===== config.mk =====
export PLATFORM = sky130hd
export DESIGN_NAME = apb_slave_mem
export DESIGN_NICKNAME = d
export VERILOG_FILES = /design/src/rtl/apb_slave_mem.sv
export SDC_FILE = /design/constraint.sdc
export NUM_CORES = 2
export LEC_CHECK = 0
export ABC_AREA = 1
export CAP_MARGIN = 20
export CORE_UTILIZATION = 56
export DETAILED_ROUTE_END_ITERATION = 8
export PLACE_DENSITY = 0.82
export SLEW_MARGIN = 20
export SYNTH_ARGS = -nofsm -noshare
export SYNTH_HDL_FRONTEND = slang
export SYNTH_SLANG_ARGS = --single-unit

===== constraint.sdc =====
create_clock -name pclk_i -period 3.86 [get_ports pclk_i]
set_clock_uncertainty 0.05 [all_clocks]
set_input_delay 0.386 -clock pclk_i [delete_from_list [all_inputs] [get_ports pclk_i]]
set_output_delay 0.386 -clock pclk_i [all_outputs]
set_load 0.05 [all_outputs]

===== src/rtl/apb_slave_mem.sv =====
// APB3 completer backed by a DEPTH-word register array, with a fixed number of
// wait states, pslverr on out-of-range word addresses and a protocol-error pulse.
module apb_slave_mem #(
    parameter int ADDR_WIDTH  = 8,
    parameter int WIDTH       = 32,
    parameter int DEPTH       = 64,
    parameter int WAIT_CYCLES = 2
) (
    input  logic                  pclk_i,
    input  logic                  preset_i,
    input  logic                  psel_i,
    input  logic                  penable_i,
    input  logic                  pwrite_i,
    input  logic [ADDR_WIDTH-1:0] paddr_i,
    input  logic [WIDTH-1:0]      pwdata_i,
    output logic [WIDTH-1:0]      prdata_o,
    output logic                  pready_o,
    output logic                  pslverr_o,
    output logic                  proto_err_o
);

    typedef enum logic {IDLE, ACCESS} state_t;

    localparam int                    IDX_W   = (DEPTH > 1) ? $clog2(DEPTH) : 1;
    localparam logic [ADDR_WIDTH:0]   DEPTH_L = (ADDR_WIDTH + 1)'(DEPTH);
    localparam logic [4:0]            WAIT_L  = 5'(WAIT_CYCLES);

    state_t                state, state_d;
    logic [WIDTH-1:0]      mem [DEPTH];
    logic [ADDR_WIDTH-1:0] addr_q, addr_d;
    logic                  write_q, write_d;
    logic [WIDTH-1:0]      wdata_q, wdata_d;
    logic [3:0]            cnt_q, cnt_d;
    logic [WIDTH-1:0]      prdata_d;
    logic                  pready_d, pslverr_d, proto_err_d;
    logic                  mem_we, do_setup, load_done;

    logic                  load_setup;
    logic [ADDR_WIDTH-1:0] src_addr;
    logic                  src_write;
    logic                  src_oor;
    logic [WIDTH-1:0]      src_word;

    // A setup phase samples the live bus; any other completion uses the latched transfer.
    assign load_setup = psel_i && !penable_i;
    assign src_addr   = load_setup ? paddr_i : addr_q;
    assign src_write  = load_setup ? pwrite_i : write_q;
    assign src_oor    = ({1'b0, src_addr} >= DEPTH_L);
    assign src_word   = mem[src_addr[IDX_W-1:0]];

    always_comb begin
        state_d     = state;
        addr_d      = addr_q;
        write_d     = write_q;
        wdata_d     = wdata_q;
        cnt_d       = cnt_q;
        prdata_d    = prdata_o;
        pready_d    = pready_o;
        pslverr_d   = pslverr_o;
        proto_err_d = 1'b0;
        mem_we      = 1'b0;
        do_setup    = 1'b0;
        load_done   = 1'b0;

        case (state)
            IDLE: begin
                if (load_setup) begin
                    do_setup = 1'b1;
                end else if (penable_i) begin
                    proto_err_d = 1'b1;
                end
            end
            ACCESS: begin
                if (!psel_i || !penable_i) begin
                    proto_err_d = 1'b1;
                    pready_d    = 1'b0;
                    pslverr_d   = 1'b0;
                    state_d     = IDLE;
                    do_setup    = load_setup;
                end else if (pready_o) begin
                    mem_we    = write_q && !src_oor;
                    pready_d  = 1'b0;
                    pslverr_d = 1'b0;
                    state_d   = IDLE;
                end else begin
                    cnt_d     = cnt_q + 4'd1;
                    load_done = (({1'b0, cnt_q} + 5'd1) == WAIT_L);
                end
            end
            default: state_d = IDLE;
        endcase

        if (do_setup) begin
            addr_d    = paddr_i;
            write_d   = pwrite_i;
            wdata_d   = pwdata_i;
            cnt_d     = 4'd0;
            state_d   = ACCESS;
            load_done = (WAIT_CYCLES == 0);
        end

        if (load_done) begin
            pready_d  = 1'b1;
            pslverr_d = src_oor;
            if (!src_write) begin
                prdata_d = src_oor ? '0 : src_word;
            end
        end
    end

    always_ff @(posedge pclk_i) begin
        if (preset_i) begin
            state       <= IDLE;
            addr_q      <= '0;
            write_q     <= 1'b0;
            wdata_q     <= '0;
            cnt_q       <= 4'd0;
            prdata_o    <= '0;
            pready_o    <= 1'b0;
            pslverr_o   <= 1'b0;
            proto_err_o <= 1'b0;
            for (int i = 0; i < DEPTH; i++) begin
                mem[i] <= '0;
            end
        end else begin
            state       <= state_d;
            addr_q      <= addr_d;
            write_q     <= write_d;
            wdata_q     <= wdata_d;
            cnt_q       <= cnt_d;
            prdata_o    <= prdata_d;
            pready_o    <= pready_d;
            pslverr_o   <= pslverr_d;
            proto_err_o <= proto_err_d;
            if (mem_we) begin
                mem[addr_q[IDX_W-1:0]] <= wdata_q;
            end
        end
    end

endmodule


==> results.py <==
metrics = {
    "clock_network": {
        "cts_tree": "built",
        "clkLatencyLatePin_ns": 0.91,
        "cts_setup_buffers": 0,
        "cts_sinks": 2129,
        "cts-root-buf": "clkbuf_16",
        "cts_buffers": 207,
        "clk_pin_slew_ns": 0.06,
        "htree_levels": 4,
        "clock_path_buffers": 3,
    },
    "placement": {
        "hpwlAfterDp_um": 189000,
        "place_congestion": 1.05,
        "io_buffers": 79,
        "dpl-instance-area_um2": 100000,
    },
    "global_routing": {
        "grt.overflow.total": 0,
        "grt_pass1_vias": 71500,
        "antenna_found_initial": 21,
        "grt_pass1_wl_um": 458000,
        "grt_max_degree": 126,
        "track_usage_pct": 35.6,
    },
    "critical_path": {
        "cp_max_fo": 36,
        "critical_path.max_stage_delay_ns": 0.57,
        "arrival_ns": 4.56,
        "required_ns": 4.54,
        "critPathBufInv": 4,
        "startpoint_type": "flip-flop",
        "crit_path_frequent_cell": "nand3_1",
        "crit_type": "flip-flop to flip-flop",
        "critPathSlowestCell": "dfxtp_1",
        "crit_family": "simple AND/OR/NAND/NOR gates",
        "endpoint_kind": "flip-flop",
        "path_cells": "inv_1 -> nand2_1 -> o21ai_4 -> inv_4 -> buf_4 -> buf_4 -> nand3_1 -> nand3_1 -> nand3_1 -> nand3_1 -> a21oi_1",
    },
    "finish": {
        "fin_area_um2": 107000,
        "nets": 9398,
        "drive_gt1_share_pct": 11.9,
        "area_growth_pct": 9.74,
    },
    "synth": {
        "synth_xor_area_share_pct": 0.0180,
        "synthMuxAreaShare_pct": 0.0244,
        "synthAdderAreaFrac_pct": 0.0257,
        "synth_enable_flop_cells": 2048,
        "ys_seq_area_share_pct": 64.9,
        "synth_area_um2": 97300,
        "synth-async-reset-ratio_pct": 0,
        "synth_top_family_by_area": "simple AND/OR/NAND/NOR gates",
        "avgSynthCellArea_um2": 10.1,
        "ys.flop_type": "edfxtp_1",
        "yosys_warnings": 0,
        "synthSimpleGateAreaFrac_pct": 28.8,
        "ys_types": 32,
        "synth_compound_area_share_pct": 0.616,
        "synth_seq_cells": 2129,
        "syn-instance-count": 9592,
        "synth_nets": 9639,
    },
    "timing": {
        "slew-limit-headroom_pct": 17.9,
        "fmax_ghz": 0.258,
        "hold_viol": 0,
        "rsz0062_at_grt": "false",
        "drv_slew": 0,
        "fin_crit_sh_pct": 101,
        "fin_crit_ns": 3.88,
        "setup_viol": 1,
        "tightest_slew_ns": 1.23,
        "finalWorstSetupSlack_ns": -0.0203,
    },
    "die": {
        "fp.dieW_um": 419,
        "core_um2": 172000,
        "rows": 152,
        "dieArea_um2": 175000,
        "die_height_um": 419,
        "start_util_pct": 56.5,
        "io_pins": 80,
    },
    "status": {
        "violations": "DRC, setup timing",
        "outcome": "finished, violations left",
    },
    "drt": {
        "dr.pass1.iters": 9,
        "wl_per_cell_um": 26.6,
        "drtIter0Drc": 13600,
        "drc": 7,
        "ant_nets": 0,
        "wl_um": 314000,
        "vias": 75300,
        "vias_per_cell": 6.36,
    },
    "power_and_ir_drop": {
        "peakVddDrop_mv": 0.538,
        "finalPower_mw": 52.6,
        "leakage_nw": 38.8,
        "powerDensity_nw_per_um2": 493,
    },
    "worst_hold_path": {
        "min_path_type": "input port to flip-flop",
    },
    "job": {
        "maxCapViolCount": 0,
    },
}
## cell type report
class                           count  area [µm²]
Multi-Input combinational cell   6458       28700
Clock inverter                    103        1010
Clock buffer                      273        5580
Antenna cell                        7        17.5
Sequential cell                  2129       63100
Fill cell                       12800       65300
Tap cell                         2310        2890
Timing Repair Buffer              440        4970
Inverter                          115         470
## cells in the mapped netlist (5+ instances only)
master	n	area (µm²)
nor3_4	8	130
nor2_8	8	160
buf_1	39	146
nor2_1	1711	6420
nor2_2	350	2190
nand2_1	2131	8000
buf_2	260	1300
inv_2	5	18.8
buf_6	193	2170
a21oi_1	69	345
nand2_4	67	754
edfxtp_1	2048	61500
dfxtp_1	81	1620
clkbuf_1	397	1490
inv_1	110	413
nand3_1	2056	10300
o21ai_0	38	190
## worst register-to-register path: cells and delay by family, from the launching register on
kind / cells / cell delay [ns]
AOI/OAI and AO/OA: 2 / 0.17
buffers and inverters: 4 / 1.44
DFF: 1 / 0.57
and+or+nand+nor: 5 / 1.47
## metrics by stage
step / std cells / setup slack (ns) / hold slack, ns / util [%] / TNS, ns
after floorplan: 9592 / 0.863 / 0.427 / - / 0
after detailed placement: 11500 / -0.262 / 0.415 / 58.2 / -2.03
final: 11800 / -0.0203 / 0.0682 / 62.1 / -0.0203
after global placement: 11500 / -0.284 / 0.405 / 58.2 / -1.96
after CTS: 11800 / 0.304 / 0.0519 / 62.0 / 0
after global routing: 11800 / 0.0312 / 0.107 / 62.0 / 0
## power breakdown
| part | internal [mW] | switching [mW] |
|---|---|---|
| logic | 1.51 | 4.96 |
| registers | 26.0 | 0.230 |
| clock network | 11.0 | 8.95 |
## kinds of logic after synthesis
family          after synthesis
compound gates              116
xor+xnor                      2
fa+ha+maj                     2
buf+inv                    1005
flops                      2129
mux                           2
simple gates               6336
## final timing paths
check | slack, ns | endpoint | depth (start not counted) | startpoint
setup reg to reg | -0.02 | prdata_o[16] | 11 | addr_q[3]
hold reg to reg | 0.42 | wdata_q[8] | 2 | wdata_q[8]
setup / recovery | -0.02 | prdata_o[16] | 11 | addr_q[3]
hold / removal | 0.07 | write_q | 3 | pwrite_i
## cells in the final DEF, fill, tap and decap left out, drive strengths merged, types with 12 or more instances in the layout
cell              n
clkbuf          273
clkinv          103
o21ai            43
nand3          2056
buf             361
edfxtp         2048
clkdlybuf4s50    78
bufinv           12
dfxtp            81
nor2           2070
inv              99
a21oi            69
nand2          2199
## layer usage
| metal | vias to the layer above | global-route usage [%] | wire length (µm) |
|---|---|---|---|
| met1 | 35400 | 44.5 | 101000 |
| met3 | 1327 | 11.2 | 49900 |
| met4 | 24 | 24.8 | 25600 |
| met5 | - | 0 | 176 |
| met2 | 6671 | 52.6 | 138000 |
| li1 | 31900 | - | - |
## flip-flops by register name, summed over array words and instances (netlist names)
register,cells
mem,2048
prdata_o,32
wdata_q,32
addr_q,8
cnt_q,4
pready_o,1
proto_err_o,1
pslverr_o,1
state,1
write_q,1
## repair_timing
action | CTS | global route
resized for setup | 0 | 0
hold buffers | 1 | 0
hold endpoints to repair | 1 | 0
No activity file was read; power rests on OpenSTA's default activity.
